[src/rtl/issue_unit.sv]
// Tomasulo issue unit: fetches one instruction at a time, decodes it, renames
// its sources through the register status table and allocates a station.
//
// state    | meaning
// ---------+------------------------------------------------------------
// IDLE     | post-reset, heads straight to FETCH
// FETCH    | fetch_req high, queue advances on this edge
// WAIT     | queue output settles
// DECODE   | latch instruction, drop illegal opcodes
// DISPATCH | wait for free station and no CDB hazard, then issue
// DONE     | N_INSTR instructions issued, absorbing until reset
module issue_unit #(
  parameter int N_ADD   = 3,
  parameter int N_MUL   = 2,
  parameter int N_INSTR = 7
) (
  input  logic             clock,
  input  logic             reset,
  output logic             fetch_req,
  input  logic             instr_valid,
  input  logic [15:0]      instr_in,
  input  logic [N_ADD-1:0] add_busy,
  input  logic [N_MUL-1:0] mul_busy,
  input  logic             cdb_valid,
  input  logic [2:0]       cdb_tag,
  output logic             issue_valid,
  output logic [2:0]       issue_tag,
  output logic [3:0]       issue_op,
  output logic [2:0]       issue_rx,
  output logic [2:0]       issue_ry,
  output logic [2:0]       issue_rz,
  output logic [2:0]       issue_offset,
  output logic [2:0]       issue_qj,
  output logic [2:0]       issue_qk,
  output logic             illegal,
  output logic [7:0]       issued_count,
  output logic             done
);

  localparam logic [2:0] S_IDLE     = 3'd0;
  localparam logic [2:0] S_FETCH    = 3'd1;
  localparam logic [2:0] S_WAIT     = 3'd2;
  localparam logic [2:0] S_DECODE   = 3'd3;
  localparam logic [2:0] S_DISPATCH = 3'd4;
  localparam logic [2:0] S_DONE     = 3'd5;

  logic [2:0]  state;
  logic [15:0] ir;
  logic [2:0]  rst_tab [8];

  logic [3:0] ir_op;
  logic [2:0] ir_rz, ir_rx, ir_ry, ir_off;
  logic       add_class, mul_class;
  logic       found, hazard, can_issue;
  logic [2:0] sel_tag, src_j, src_k;

  function automatic logic is_legal(input logic [3:0] op);
    return (op == 4'b0000) || (op == 4'b0001) || (op == 4'b0100) || (op == 4'b0101);
  endfunction

  assign ir_op  = ir[3:0];
  assign ir_ry  = ir[6:4];
  assign ir_rx  = ir[9:7];
  assign ir_rz  = ir[12:10];
  assign ir_off = ir[15:13];

  assign add_class = (ir_op == 4'b0000) || (ir_op == 4'b0001);
  assign mul_class = (ir_op == 4'b0100) || (ir_op == 4'b0101);

  // Scan downwards so the lowest-numbered free station wins.
  always_comb begin
    found   = 1'b0;
    sel_tag = 3'd0;
    if (add_class) begin
      for (int i = N_ADD - 1; i >= 0; i--) begin
        if (!add_busy[i]) begin
          found   = 1'b1;
          sel_tag = 3'(i + 1);
        end
      end
    end else if (mul_class) begin
      for (int i = N_MUL - 1; i >= 0; i--) begin
        if (!mul_busy[i]) begin
          found   = 1'b1;
          sel_tag = 3'(N_ADD + 1 + i);
        end
      end
    end
  end

  assign src_j = rst_tab[ir_rx];
  assign src_k = rst_tab[ir_ry];

  // A broadcast of a pending source tag holds issue one cycle so qj/qk read 0.
  assign hazard = cdb_valid &&
                  (((src_j != 3'd0) && (cdb_tag == src_j)) ||
                   ((src_k != 3'd0) && (cdb_tag == src_k)));

  assign can_issue = (state == S_DISPATCH) && found && !hazard &&
                     (issued_count < 8'(N_INSTR));

  always_ff @(posedge clock) begin
    if (reset) begin
      state        <= S_IDLE;
      ir           <= '0;
      fetch_req    <= 1'b0;
      issue_valid  <= 1'b0;
      issue_tag    <= '0;
      issue_op     <= '0;
      issue_rx     <= '0;
      issue_ry     <= '0;
      issue_rz     <= '0;
      issue_offset <= '0;
      issue_qj     <= '0;
      issue_qk     <= '0;
      illegal      <= 1'b0;
      issued_count <= '0;
      done         <= 1'b0;
      for (int r = 0; r < 8; r++) rst_tab[r] <= '0;
    end else begin
      fetch_req   <= 1'b0;
      issue_valid <= 1'b0;
      illegal     <= 1'b0;

      if (cdb_valid) begin
        for (int r = 0; r < 8; r++) begin
          if (rst_tab[r] == cdb_tag) rst_tab[r] <= 3'd0;
        end
      end

      case (state)
        S_IDLE: begin
          state     <= S_FETCH;
          fetch_req <= 1'b1;
        end
        S_FETCH:  state <= S_WAIT;
        S_WAIT:   state <= S_DECODE;
        S_DECODE: begin
          if (!instr_valid) begin
            state     <= S_FETCH;
            fetch_req <= 1'b1;
          end else begin
            ir <= instr_in;
            if (!is_legal(instr_in[3:0])) begin
              illegal   <= 1'b1;
              state     <= S_FETCH;
              fetch_req <= 1'b1;
            end else begin
              state <= S_DISPATCH;
            end
          end
        end
        S_DISPATCH: begin
          if (can_issue) begin
            issue_valid  <= 1'b1;
            issue_tag    <= sel_tag;
            issue_op     <= ir_op;
            issue_rx     <= ir_rx;
            issue_ry     <= ir_ry;
            issue_rz     <= ir_rz;
            issue_offset <= ir_off;
            issue_qj     <= src_j;
            issue_qk     <= src_k;
            // Placed after the CDB clear loop so the rename write wins.
            rst_tab[ir_rz] <= sel_tag;
            issued_count   <= issued_count + 8'd1;
            if (issued_count + 8'd1 == 8'(N_INSTR)) begin
              state <= S_DONE;
              done  <= 1'b1;
            end else begin
              state     <= S_FETCH;
              fetch_req <= 1'b1;
            end
          end
        end
        S_DONE:  state <= S_DONE;
        default: state <= S_IDLE;
      endcase
    end
  end

endmodule

[config.mk]
export PLATFORM = sky130hd
export DESIGN_NAME = issue_unit
export DESIGN_NICKNAME = d
export VERILOG_FILES = /design/src/rtl/issue_unit.sv
export SDC_FILE = /design/constraint.sdc
export NUM_CORES = 1
export LEC_CHECK = 0
export ABC_CLOCK_PERIOD_IN_PS = 3100
export BUFFER_PORTS_ARGS = -buffer_cell sky130_fd_sc_hd__buf_2
export CORE_MARGIN = 2
export CORE_UTILIZATION = 32
export DETAILED_ROUTE_END_ITERATION = 12
export PLACE_DENSITY_LB_ADDON = 0.2
export SKIP_LAST_GASP = 1
export SLEW_MARGIN = 40
export SYNTH_ARGS = -nofsm -noshare
export SYNTH_HDL_FRONTEND = slang
export SYNTH_SLANG_ARGS = --single-unit
[constraint.sdc]
create_clock -name clock -period 3.1 [get_ports clock]
set_input_delay 0.31 -clock clock [delete_from_list [all_inputs] [get_ports clock]]
set_output_delay 0.31 -clock clock [all_outputs]
set_load 0.02 [all_outputs]
# After elaboration in Yosys (flattened, before gate mapping)
# Memories as Yosys holds them, arrays and structs flattened. A register that Yosys moved wholly into a read port is not among the register bits.
# Cells that the tools add are included.
[totals]
ram_bits = 24
n_memories = 1
regBits = 56
[op_classes]
magnitude_cmp = 1
eq_ne = 23
reduce_logical = 22
add_sub_neg = 1
muxes = 74
bitwise_logic = 10
[mem_list]
columns = ["name", "depth", "word_bits", "rd", "rd_ports_with_merged_regs", "write_ports", "line", "source"]
rows = [
  ["rst_tab", 8, 3, 10, 2, 9, "49", "logic [2:0] rst_tab [8];"],
]
[ops]
columns = ["operator", "n"]
rows = [
  ["2-to-1 mux 3 bit", 22],
  ["2-to-1 mux 1 bit", 49],
  ["equality test 3 bit", 10],
  ["one-hot mux 3 bit (6 select lines)", 1],
  ["equality test 4 x 3 -> 1 bit, second input constant", 4],
  ["adder 8 x 1 -> 8 bit, second input constant", 1],
  ["equality test 4 x 1 -> 1 bit, second input constant", 2],
  ["equality test 8 x 3 -> 1 bit, second input constant", 1],
  ["zero test 4 bit", 2],
  ["less-than comparator 8 x 3 -> 1 bit, second input constant", 1],
  ["OR 1 bit", 8],
  ["equality test 3 x 2 -> 1 bit, second input constant", 2],
  ["equality test 3 bit, second input constant", 2],
  ["logical AND 1 bit", 6],
  ["logical OR 1 bit", 6],
  ["nonzero test 3 bit", 2],
  ["AND reduction 2 bit", 2],
  ["equality test 3 x 1 -> 1 bit, second input constant", 1],
  ["zero test 3 bit", 1],
  ["one-hot mux 1 bit (3 select lines)", 1],
  ["AND reduction 3 bit", 1],
  ["OR reduction 3 bit", 1],
  ["2-to-1 mux 2 bit", 1],
  ["!= test 2 bit, second input constant", 1],
  ["2 further kinds", 3],
]

# Depth between registers and ports, before layout
[logic_depth]
depth_word = 11
mapped_depth = 11
ltp_nobuf = 7

# Worst setup path after synthesis
# OpenSTA, ideal clock, no wires.
[synth_path]
path_kind = "reg-to-reg"
from = "reg with a tool-made name"
to = "mem rst_tab[0][0] (enable)"
stages_incl_launch_ff = 12
t_arrival_ns = 2.748
slack_ns = 0.002
synth_period_minus_slack_ns = 3.098
cell_sequence = "dfxtp_1 > buf_2 > mux4_2 > mux2i_1 > mux2i_1 > o22ai_1 > and3b_1 > buf_2 > or3_1 > buf_4 > buf_6 > o41ai_2"
[synth_lines]
columns = ["element", "line"]
rows = [
  ["end: declaration", "49"],
]

==> impl_metrics.py <==
metrics = {
    "floorplan": {
        "core_area_mm2": 0.01309,
        "start_util_pct": 32.40,
        "die_h_um": 119.1,
        "die_x_um": 119.1,
        "die-area_mm2": 0.01418,
        "num_rows": 42,
        "pin_count": 65,
    },
    "place": {
        "gp_congestion": 0.9086,
        "placed_area_mm2": 0.004890,
        "dp_hpwl_um": 9013,
        "io_buffers": 64,
        "place_ws_ns": -0.01853,
    },
    "final_layout": {
        "syn2layout_area_growth_pct": 24.50,
        "diodes": 0,
        "final_nets": 544,
        "final_area_mm2": 0.005278,
        "utilization_pct": 40.33,
        "drive_gt1_share_pct": 26.59,
        "fillers": 1311,
    },
    "setup_path": {
        "critPathMaxStageDelay_ns": 0.49,
        "reg2reg_from": "rst_tab[7][1]$_SDFFCE_PN0P_",
        "critPathLaunchType": "register",
        "crit_required_ns": 3.17,
        "critPathSlowestCell": "mux4_2",
        "reg2reg_depth": 10,
        "path_class": "register to register",
        "crit_path_cell_trace": "mux4_2, mux2i_1, buf_4, mux2i_1, o22ai_1, and3b_1, or3_1, buf_6, o311ai_2, buf_4",
        "endpoint_kind": "register",
        "cp_data_arrival_time_ns": 3.07,
        "worst-r2r-setup-slack_ns": 0.1,
        "crit_start": "rst_tab[7][1]$_SDFFCE_PN0P_",
        "path_max_fanout": 9,
        "reg2reg_to": "rst_tab[1][2]$_SDFFCE_PN0P_",
    },
    "power": {
        "p_sw_share_pct": 24.18,
        "combPwrFrac_pct": 9.5,
        "p_int_uw": 1993,
        "vdd_ir_drop_max_uv": 406.9,
        "static-leakage-power_uw": 0.001916,
        "clkPwrFrac_pct": 44.2,
        "powerDensity_mw_per_mm2": 498.2,
        "power.switching_uw": 635.8,
        "seq_power_share_pct": 46.3,
    },
    "route": {
        "first_iter_violations": 351,
        "avgRoutedWirePerCell_um": 18.10,
        "drt_wl_total_um": 12580,
        "route.detailed.drc": 0,
        "postRouteAntennaNets": 0,
        "avgViaCountPerCell": 5.419,
        "drt_first_pass_iters": 5,
        "routed-via-count": 3766,
    },
    "timing": {
        "hold_viol": 0,
        "clock_skew_ns": 0.01089,
        "finalWorstSetupSlack_ns": 0.09864,
        "fin_crit_ns": 3.001,
        "maxSlewViolCount": 0,
        "finalSetupViolCount": 0,
        "rsz0062_at_grt": "yes",
        "worst_slew_pin_slew_ns": 0.7865,
        "fmax_ghz": 0.3332,
        "finalCritPeriodShare_pct": 96.82,
        "relSlewSlack_pct": 47.51,
    },
    "run": {
        "drv_cap": 0,
    },
    "logic_synthesis": {
        "ys_warn_count": 0,
        "synthArstFlopShare_pct": 0,
        "synth_fp_nets": 469,
        "syn_area_per_cell_um2": 9.656,
        "synth_most_common_cell": "dfxtp_1",
        "synth_ff_type": "dfxtp_1",
        "syn_area_mm2": 0.004239,
        "synth_top_area_share_pct": 29.28,
        "synth.area.top_cells": "dfxtp_1 (29%), edfxtp_1 (17%), xnor2_1 (6.0%)",
        "yosysTopAreaCell": "dfxtp_1",
        "synthCells": 439,
        "yosysSeqAreaShare_pct": 46.28,
        "yosysUniqueCellTypes": 52,
        "synth_edf_count": 24,
        "synth_common_cells": "dfxtp_1 (62), nand2_1 (48), a21oi_1 (33), xnor2_1 (29), clkbuf_1 (25)",
        "ys_seq_elements": 86,
    },
    "clocking": {
        "cts_tree": "built",
        "cts_sinks": 86,
        "clock-root-buffer": "clkbuf_16",
        "cts-buffers-inserted": 9,
        "clock_latency_ns": 0.35,
        "max-clock-path-buffers": 2,
        "cts.htree.levels": 3,
        "clkTransAtPathRegs_ns": 0.07,
    },
    "global_routing": {
        "grt_pass1_wl_um": 20130,
        "grt_overflow": 0,
        "antenna_found_initial": 0,
        "grt_use_total_pct": 18.38,
        "grt_max_degree": 53,
        "grt_pass1_vias": 3607,
    },
    "outcome": {
        "status": "complete, no violations",
    },
    "worst_hold_path": {
        "holdPathEnd": "ir[11]$_SDFFE_PP0P_",
        "holdCritStartpoint": "instr_in[11]",
        "min_path_cells": 3,
        "worstHoldPathType": "input pin to register",
    },
}
per-stage QoR:
stage / hold slack [ns] / total power, uW / setup TNS [ns] / std cells
after floorplan: 0.4367 / 1388 / 0 / 439
after global placement: 0.4532 / 1483 / 0 / 678
after detailed placement: 0.4553 / 1486 / -0.05551 / 678
after CTS: 0.1848 / 2648 / 0 / 694
after global routing: 0.2065 / 2729 / -0.3603 / 695
final: 0.1993 / 2629 / 0 / 695
power groups by stage:
stage,Sequential (uW),Clock [uW],Combinational (uW)
4_1_cts,1220,1190,246
2_1_floorplan,1230,0,160
3_3_place_gp,1240,0,242
3_5_place_dp,1240,0,245
6_report,1220,1160,251
5_1_grt,1220,1230,274
metal layers:
metal	share of wire [%]	vias up	routed length, um	track usage (%)
met5	0	-	0	0
met4	1.1	0	142	4.985
met3	6.7	12	847	4.646
met2	46	149	5760	28.13
met1	46	1818	5829	25.79
li1	-	1787	-	-
layout make-up:
class | count | area [um^2] | share of cell area (%)
Timing Repair Buffer | 101 | 601.8 | 11.40
Multi-Input combinational cell | 312 | 2156 | 40.85
Clock buffer | 12 | 267.8 | 5.073
Sequential cell | 86 | 1964 | 37.22
Tap cell | 176 | 220.2 | 4.173
Inverter | 4 | 15.01 | 0.2845
Clock inverter | 4 | 52.55 | 0.9957
registers in the layout (all words and copies together), names as in the netlist, 4 cells and up, named ones only:
name,cells
issue_op,4
rst_tab,24
issued_count,8
ir,16
layout by cell type (no fill, tap or decap), types with 8 or more instances in the layout:
master and instances:
a21oi_1 33, buf_2 64, buf_4 36, clkbuf_16 10, dfxtp_1 60, edfxtp_1 24, mux2i_1 8, mux4_2 10
nand2_1 48, nand2b_1 10, nand3_1 12, nand4_1 21, nor2_1 19, nor3_1 24, nor4_1 10, o31ai_1 15
xnor2_1 29
worst max-delay path, delay by kind of cell, from the launching register on:
family | cells | cell delay, ns
AOI/OAI and AO/OA | 2 | 0.38
and+or+nand+nor | 2 | 0.56
buffers and inverters | 3 | 0.51
muxes | 3 | 0.84
DFF | 1 | 0.43
worst max path at each step:
| stage | to | slack (ns) | depth (start not counted) |
|---|---|---|---|
| after global routing | rst_tab[2][0]$_SDFFCE_PN0P_ | -0.03 | 10 |
| after floorplan | rst_tab[0][0]$_SDFFCE_PN0P_ | 0.002 | 11 |
| final | rst_tab[1][2]$_SDFFCE_PN0P_ | 0.1 | 10 |
| after detailed placement | rst_tab[7][2]$_SDFFCE_PN0P_ | -0.02 | 9 |
| after global placement | rst_tab[7][1]$_SDFFCE_PN0P_ | 0.04 | 9 |
| after CTS | rst_tab[6][2]$_SDFFCE_PN0P_ | 0.05 | 10 |
kinds of logic after synthesis:
group	share of synthesized area [%]
AND/OR/NAND/NOR	19.81
AO/OA/AOI/OAI	14.85
buffers and inverters	4.132
XOR/XNOR	6.612
multiplexers	7.733
adder cells (fa/ha/maj)	0.5902
flip-flops	46.28
repair_timing:
action / 4_1_cts / 5_1_grt
endpoints found under the setup margin: 3 / 21
hold buffers: 0 / 0
pin swaps: 0 / 0
resized for setup: 1 / 9
hold endpoints to repair: 0 / 0
buffers inserted: 0 / 1
(Power assumes the default switching activity.)
